<file path="config.mk">
export PLATFORM = sky130hd
export DESIGN_NAME = load_store_unit
export DESIGN_NICKNAME = d
export VERILOG_FILES = /design/src/rtl/riscv_pkg.sv /design/src/rtl/lsu_align.sv /design/src/rtl/load_store_unit.sv
export SDC_FILE = /design/constraint.sdc
export NUM_CORES = 1
export LEC_CHECK = 0
export CAP_MARGIN = 20
export CORE_MARGIN = 2
export CORE_UTILIZATION = 53
export DETAILED_ROUTE_END_ITERATION = 8
export GPL_TIMING_DRIVEN = 0
export PLACE_DENSITY = 0.86
export SLEW_MARGIN = 0
export SYNTH_ARGS = -nofsm -noshare
export SYNTH_HDL_FRONTEND = slang
export SYNTH_HIERARCHICAL = 1
export SYNTH_SLANG_ARGS = --single-unit
</file>
<file path="constraint.sdc">
create_clock -name clk -period 3.68 [get_ports clk]
set_input_delay 0.736 -clock clk [delete_from_list [all_inputs] [get_ports clk]]
set_output_delay 0.736 -clock clk [all_outputs]
set_load 0.005 [all_outputs]
</file>
<file path="src/rtl/riscv_pkg.sv">
// -----------------------------------------------------------------------------
// riscv_pkg
// Shared definitions for the load/store path: RISC-V funct3 encodings for
// memory accesses, the load/store unit state encoding and the request
// legality check.
// -----------------------------------------------------------------------------
package riscv_pkg;

   localparam logic [2:0] F3_B  = 3'b000;
   localparam logic [2:0] F3_H  = 3'b001;
   localparam logic [2:0] F3_W  = 3'b010;
   localparam logic [2:0] F3_BU = 3'b100;
   localparam logic [2:0] F3_HU = 3'b101;

   typedef enum logic [2:0] {
      ST_IDLE   = 3'd0,
      ST_LOAD   = 3'd1,
      ST_RMW_RD = 3'd2,
      ST_STORE  = 3'd3,
      ST_RESP   = 3'd4
   } lsu_state_t;

   // A request is rejected when funct3 is unknown, a store asks for an
   // unsigned width, or the address is not naturally aligned for the width.
   function automatic logic lsu_req_err(input logic       we,
                                        input logic [2:0] f3,
                                        input logic [1:0] off);
      logic err;
      err = 1'b0;
      case (f3)
         F3_B:    err = 1'b0;
         F3_BU:   err = we;
         F3_H:    err = off[0];
         F3_HU:   err = we | off[0];
         F3_W:    err = (off != 2'b00);
         default: err = 1'b1;
      endcase
      return err;
   endfunction

endpackage

</file>
<file path="src/rtl/lsu_align.sv">
// -----------------------------------------------------------------------------
// lsu_align
// Combinational byte-lane handling for the load/store unit.
//  - Load path: selects the byte/halfword lane addressed by off and applies
//    sign or zero extension according to funct3.
//  - Store path: merges the low-aligned store data into its lane of the word
//    read from memory (full replacement for word stores).
// Lanes are little-endian: lane k = data[8k+7:8k].
// Ports:
//  funct3     in  3       access width / signedness
//  off        in  2       byte offset within the word
//  mem_word   in  DATA_W  word read from memory
//  store_data in  DATA_W  low-aligned store data
//  load_data  out DATA_W  extended load result
//  merged     out DATA_W  word to write back for a store
// -----------------------------------------------------------------------------
module lsu_align
   import riscv_pkg::*;
#(
   parameter int DATA_W = 32
) (
   input  logic [2:0]        funct3,
   input  logic [1:0]        off,
   input  logic [DATA_W-1:0] mem_word,
   input  logic [DATA_W-1:0] store_data,
   output logic [DATA_W-1:0] load_data,
   output logic [DATA_W-1:0] merged
);

   logic [7:0]  byte_s;
   logic [15:0] half_s;

   // Lane select for loads; halfwords are only legal at offsets 0 and 2.
   always_comb begin
      byte_s = mem_word[{off, 3'b000} +: 8];
      if (off[1]) begin
         half_s = mem_word[31:16];
      end else begin
         half_s = mem_word[15:0];
      end
   end

   // Extension of the selected lane for the load result.
   always_comb begin
      case (funct3)
         F3_B:    load_data = {{24{byte_s[7]}}, byte_s};
         F3_BU:   load_data = {24'h000000, byte_s};
         F3_H:    load_data = {{16{half_s[15]}}, half_s};
         F3_HU:   load_data = {16'h0000, half_s};
         F3_W:    load_data = mem_word;
         default: load_data = 32'h0000_0000;
      endcase
   end

   // Insert the store data into its lane, keeping the other bytes intact.
   always_comb begin
      merged = mem_word;
      case (funct3)
         F3_B: merged[{off, 3'b000} +: 8] = store_data[7:0];
         F3_H: begin
            if (off[1]) begin
               merged[31:16] = store_data[15:0];
            end else begin
               merged[15:0] = store_data[15:0];
            end
         end
         F3_W:    merged = store_data;
         default: merged = mem_word;
      endcase
   end

endmodule

</file>
<file path="src/rtl/load_store_unit.sv">
// -----------------------------------------------------------------------------
// load_store_unit
// Memory initiator for the execute stage. Accepts one load/store request at a
// time, drives a word-wide memory (combinational read, write on next posedge),
// performs read-modify-write for byte/halfword stores and returns the extended
// load data or an error on a valid/ready response channel.
// Ports:
//  clk, rst_n                 clock, asynchronous active-low reset
//  req_valid_i / req_ready_o  request handshake (ready only when idle)
//  req_we_i, req_funct3_i     store flag, RISC-V access width encoding
//  req_addr_i, req_wdata_i    byte address, low-aligned store data
//  resp_valid_o/resp_ready_i  response handshake
//  resp_rdata_o, resp_err_o   load result (0 for stores/errors), error flag
//  MemRead, MemWrite          memory enables (never both high)
//  addr_o, write_data_o       word address (low bits zero), write word
//  read_data_i                memory read data
// -----------------------------------------------------------------------------
module load_store_unit
   import riscv_pkg::*;
#(
   parameter int ADDR_W = 32,
   parameter int DATA_W = 32
) (
   input  logic              clk,
   input  logic              rst_n,
   input  logic              req_valid_i,
   output logic              req_ready_o,
   input  logic              req_we_i,
   input  logic [2:0]        req_funct3_i,
   input  logic [ADDR_W-1:0] req_addr_i,
   input  logic [DATA_W-1:0] req_wdata_i,
   output logic              resp_valid_o,
   input  logic              resp_ready_i,
   output logic [DATA_W-1:0] resp_rdata_o,
   output logic              resp_err_o,
   output logic              MemRead,
   output logic              MemWrite,
   output logic [ADDR_W-1:0] addr_o,
   output logic [DATA_W-1:0] write_data_o,
   input  logic [DATA_W-1:0] read_data_i
);

   generate
      if (DATA_W != 32) begin : g_bad_data_w
         $error("load_store_unit: DATA_W must be 32");
      end
   endgenerate

   lsu_state_t        state_r;
   logic [2:0]        funct3_r;
   logic [1:0]        off_r;
   logic [DATA_W-1:0] wdata_r;
   logic [ADDR_W-3:0] bus_addr_r;
   logic [DATA_W-1:0] write_data_r;
   logic [DATA_W-1:0] resp_rdata_r;
   logic              resp_err_r;
   logic              req_err_s;
   logic [DATA_W-1:0] load_data_s;
   logic [DATA_W-1:0] merged_s;

   assign req_err_s = lsu_req_err(req_we_i, req_funct3_i, req_addr_i[1:0]);

   lsu_align #(.DATA_W(DATA_W)) u_align (
      .funct3     (funct3_r),
      .off        (off_r),
      .mem_word   (read_data_i),
      .store_data (wdata_r),
      .load_data  (load_data_s),
      .merged     (merged_s)
   );

   // Request/response FSM. The bus address is only updated by requests that
   // will touch memory, so errored requests leave addr_o unchanged.
   always_ff @(posedge clk or negedge rst_n) begin
      if (!rst_n) begin
         state_r      <= ST_IDLE;
         funct3_r     <= 3'b000;
         off_r        <= 2'b00;
         wdata_r      <= '0;
         bus_addr_r   <= '0;
         write_data_r <= '0;
         resp_rdata_r <= '0;
         resp_err_r   <= 1'b0;
      end else begin
         case (state_r)
            ST_IDLE: begin
               if (req_valid_i) begin
                  funct3_r     <= req_funct3_i;
                  off_r        <= req_addr_i[1:0];
                  wdata_r      <= req_wdata_i;
                  resp_rdata_r <= '0;
                  resp_err_r   <= req_err_s;
                  if (req_err_s) begin
                     state_r <= ST_RESP;
                  end else begin
                     bus_addr_r <= req_addr_i[ADDR_W-1:2];
                     if (!req_we_i) begin
                        state_r <= ST_LOAD;
                     end else if (req_funct3_i == F3_W) begin
                        write_data_r <= req_wdata_i;
                        state_r      <= ST_STORE;
                     end else begin
                        state_r <= ST_RMW_RD;
                     end
                  end
               end else begin
                  state_r <= ST_IDLE;
               end
            end
            ST_LOAD: begin
               resp_rdata_r <= load_data_s;
               state_r      <= ST_RESP;
            end
            ST_RMW_RD: begin
               write_data_r <= merged_s;
               state_r      <= ST_STORE;
            end
            ST_STORE: begin
               state_r <= ST_RESP;
            end
            ST_RESP: begin
               if (resp_ready_i) begin
                  state_r <= ST_IDLE;
               end else begin
                  state_r <= ST_RESP;
               end
            end
            default: begin
               state_r <= ST_IDLE;
            end
         endcase
      end
   end

   // Handshake and memory enables are a pure decode of the state register so
   // an asynchronous reset removes MemWrite immediately.
   assign req_ready_o  = (state_r == ST_IDLE);
   assign resp_valid_o = (state_r == ST_RESP);
   assign MemRead      = (state_r == ST_LOAD) || (state_r == ST_RMW_RD);
   assign MemWrite     = (state_r == ST_STORE);
   assign addr_o       = {bus_addr_r, 2'b00};
   assign write_data_o = write_data_r;
   assign resp_rdata_o = resp_rdata_r;
   assign resp_err_o   = resp_err_r;

endmodule

</file>
==> run_results.csv <==
group,metric,value,unit
clocking,clock_latency,0.44,ns
global_routing,grt_max_degree,81,
worst_setup_path,cp_top_family,"buffers and inverters",
floorplanning,die_h,125.6,µm
min_path,hp-class,"input pin to asynchronous set/reset pin",
global_routing,antenna_found_initial,0,
drt,wirelength,27.96,mm
floorplanning,core,0.01448,mm²
floorplanning,initial_core_util,0.5416,
power,ir_drop,0.0004871,V
clocking,cts_root_buf,"clkbuf_16",
worst_setup_path,arrival,2.78,ns
logic_synthesis,yosysWarnings,6,
worst_setup_path,crit_type,"flop to primary output",
logic_synthesis,seq_area_frac_synth,0.4308,
power,leakage,4.322,nW
place,place_area,0.01013,mm²
worst_setup_path,critical_path.max_stage_delay,0.81,ns
place,numPortBuffers,202,
logic_synthesis,ys_ff_latch,135,
worst_setup_path,critPathSlowestCell,"nor3_1",
worst_setup_path,worstSetupEndpointType,"primary output",
logic_synthesis,yosys.area_share.simple,0.1624,
global_routing,grt_pass1_wl,43.00,mm
cells_and_area,area_growth,36.41,%
logic_synthesis,postSynthCellCount,781,
worst_setup_path,r2r-end,"write_data_o[28]",
place,dp_hpwl,20.39,mm
worst_setup_path,r2r_start,"off_r[0]",
logic_synthesis,muxShareOfSynthArea,0.1430,
floorplanning,num_io_pins,205,
logic_synthesis,synth_edf_count,0,
cells_and_area,final_area,0.01070,mm²
clocking,cts_max_level,4,
floorplanning,std_cell_rows,44,
clocking,cts_hold_buf,0,
drt,drt-pass1-iter-count,6,
cells_and_area,drive_gt1_frac,0.1511,
sta,fin_worst_skew,0.006334,ns
cells_and_area,utilization,0.7388,
logic_synthesis,synth-compound-area-share,0.2034,
clocking,cts.sinks,135,
power,power_density,878.6,mW/mm²
drt,drt-wirelength-per-cell,23.24,µm
sta,maxSlewViolCount,0,
logic_synthesis,async_reset_ff_frac,1.000,
cells_and_area,layoutNonFillerInstCount,1203,
logic_synthesis,synth_fa_ha_area_frac,0.007978,
sta,fin_crit_sh,0.9555,
logic_synthesis,synth_top_family_by_area,"compound AO/OA/AOI/OAI gates",
sta,tightestPinTransition,1.217,ns
place,placedCellCount,1170,
sta,fmax,284.4,MHz
logic_synthesis,synth_xor_area_frac,0.001117,
worst_setup_path,crit_start,"state_r[0]",
sta,rsz0062_at_grt,"false",
logic_synthesis,ys_types,66,
sta,setup_viol,0,
clocking,cts.clk_slew.worst_paths,0.07,ns
worst_setup_path,r2r_cells,10,
logic_synthesis,synth_area_per_cell,10.04,µm²
floorplanning,dieWidth,125.6,µm
drt,viasPerCell,6.503,
worst_setup_path,start_kind,"flop",
floorplanning,dieArea,0.01578,mm²
clocking,cts_setup_buffers,0,
clocking,cts_buffer_depth,2,
logic_synthesis,synth-main-ff-cell,"dfrtp_1",
drt,drc,0,
cells_and_area,num_antenna_cells,0,
global_routing,grt_usage,0.3517,
drt,vias,7823,
worst_setup_path,critPathBufInv,3,
sta,hold_viol,0,
worst_setup_path,crit_path_cell_trace,"buf_2 > nor3_1 > clkbuf_1 > clkdlybuf4s50_1",
worst_setup_path,cp_max_fo,10,
run_status,status,"finished clean",
worst_setup_path,required,2.94,ns
cells_and_area,final_net_count,1115,
worst_setup_path,path_depth,4,
worst_setup_path,r2r_slack,0.63,ns
sta,maxSlewHeadroom,0.1869,
global_routing,grt_pass1_vias,7673,
flow_run,drv_cap,0,
power,finalPower,0.009398,W
clocking,cts_inserted_buffers,17,
logic_synthesis,synth_area,0.007841,mm²
drt,drt_iter0_drc,884,
sta,post-route-min-period,3.516,ns
clocking,cts_resized,0,
clocking,tritoncts,"yes",
place,place.gp.congestion,1.036,
global_routing,overflow,0,
sta,holdWs,0.2417,ns
drt,postRouteAntennaNets,0,
## per-layer routing
| metal | up-vias | GRT usage | part of all wire |
|---|---|---|---|
| li1 | 3419 | - | - |
| met1 | 3764 | 0.4622 | 0.40 |
| met2 | 536 | 0.5536 | 0.47 |
| met3 | 104 | 0.08794 | 0.094 |
| met4 | 0 | 0.1569 | 0.042 |
| met5 | - | 0 | 0 |
## synthesized netlist by cell type (4+ instances only)
cell      instances  share of area
buf_1             6         0.0029
a221o_1          10          0.013
nand2b_1          4         0.0032
clkbuf_1         47          0.022
nand2_1          78          0.037
nand4_1          32          0.026
o21a_1            8         0.0077
a211oi_1         10         0.0096
o21ai_0          42          0.027
mux2_4           30          0.057
mux2_2           48          0.069
o211ai_2          5         0.0080
a31oi_1           8         0.0064
inv_1             9         0.0043
a22oi_1          50          0.048
a22o_1            8         0.0089
buf_6             7          0.010
nor3b_1           6         0.0057
nor2b_1          10         0.0080
a222oi_1          5         0.0064
nand3_1          65          0.041
buf_2            12         0.0077
dfrtp_1         135           0.43
a21oi_1           5         0.0032
o211ai_1         39          0.037
nor2_1           21          0.010
mux2i_1          13          0.017
o22ai_1           9         0.0072
ha_1              5         0.0080
## through the flow
step / setup TNS (ns) / worst slack [ns]
2_1_floorplan: 0 / 1.307
3_3_place_gp: -462.24 / -3.436
3_5_place_dp: 0 / 0.7278
4_1_cts: 0 / 0.2525
5_1_grt: 0 / 0.09693
6_report: 0 / 0.1637
## worst reg2reg max path, delay by kind of cell (launching register included)
family	cells	cell delay (ns)
and+or+nand+nor	4	1.21
buffers and inverters	3	0.66
DFF	1	0.53
adders and majority gates	1	0.30
AOI/OAI and AO/OA	2	0.28
## placed cells by master, fill, tap and decap left out, drive strengths merged, types with 4 or more instances in the layout
cell type      count
clkinv             4
nor2b             10
a22o               8
nand2             78
ha                 5
dfrtp            135
a211oi            10
mux2i             13
inv               18
nand2b             4
o21a               8
clkdlybuf4s50    201
mux2              78
o21ai             42
a21oi              6
clkbuf            64
nand4             32
a22oi             50
o22ai              9
a222oi             5
a221o             10
buf               32
nand3             66
nor2              23
o211ai            44
nor3b              7
nor4               4
a31oi              8
## worst max path at each step
stage	end	slack, ns
finish	req_ready_o	0.16
global route	req_ready_o	0.1
CTS	req_ready_o	0.25
detailed placement	req_ready_o	0.73
global placement	wdata_r[16]	-3.44
floorplan	write_data_o[31]	1.31
## state kept, by name, summed over array words and instances, names as in the netlist
register / flops
resp_err_o: 1
resp_rdata_o: 32
write_data_o: 32
bus_addr_r: 30
funct3_r: 3
state_r: 3
off_r: 2
wdata_r: 32
## cell type report
class                           instances  area [µm²]
Clock buffer                           17       425.4
Multi-Input combinational cell        562        4069
Fill cell                            1025        3782
Clock inverter                         15       135.1
Inverter                               10       37.54
Tap cell                              184       230.2
Timing Repair Buffer                  205        2061
Buffer                                 75       360.3
Sequential cell                       135        3378
## power breakdown
group | switching (W) | leakage, nW | internal (W)
clock | 0.000748 | 0.268 | 0.000889
sequential | 0.000582 | 1.59 | 0.00215
combinational | 0.00252 | 2.46 | 0.00251
## logic make-up (layout without fill, tap and decap cells)
kind of cell / Yosys count / count (layout)
compound gates: 218 / 218
xor+xnor: 1 / 1
fa+ha+maj: 5 / 5
buf+inv: 85 / 322
flops: 135 / 135
mux: 91 / 91
other cells: 1 / 2
simple gates: 245 / 245
Note: power is estimated with default switching activity, not from simulation.
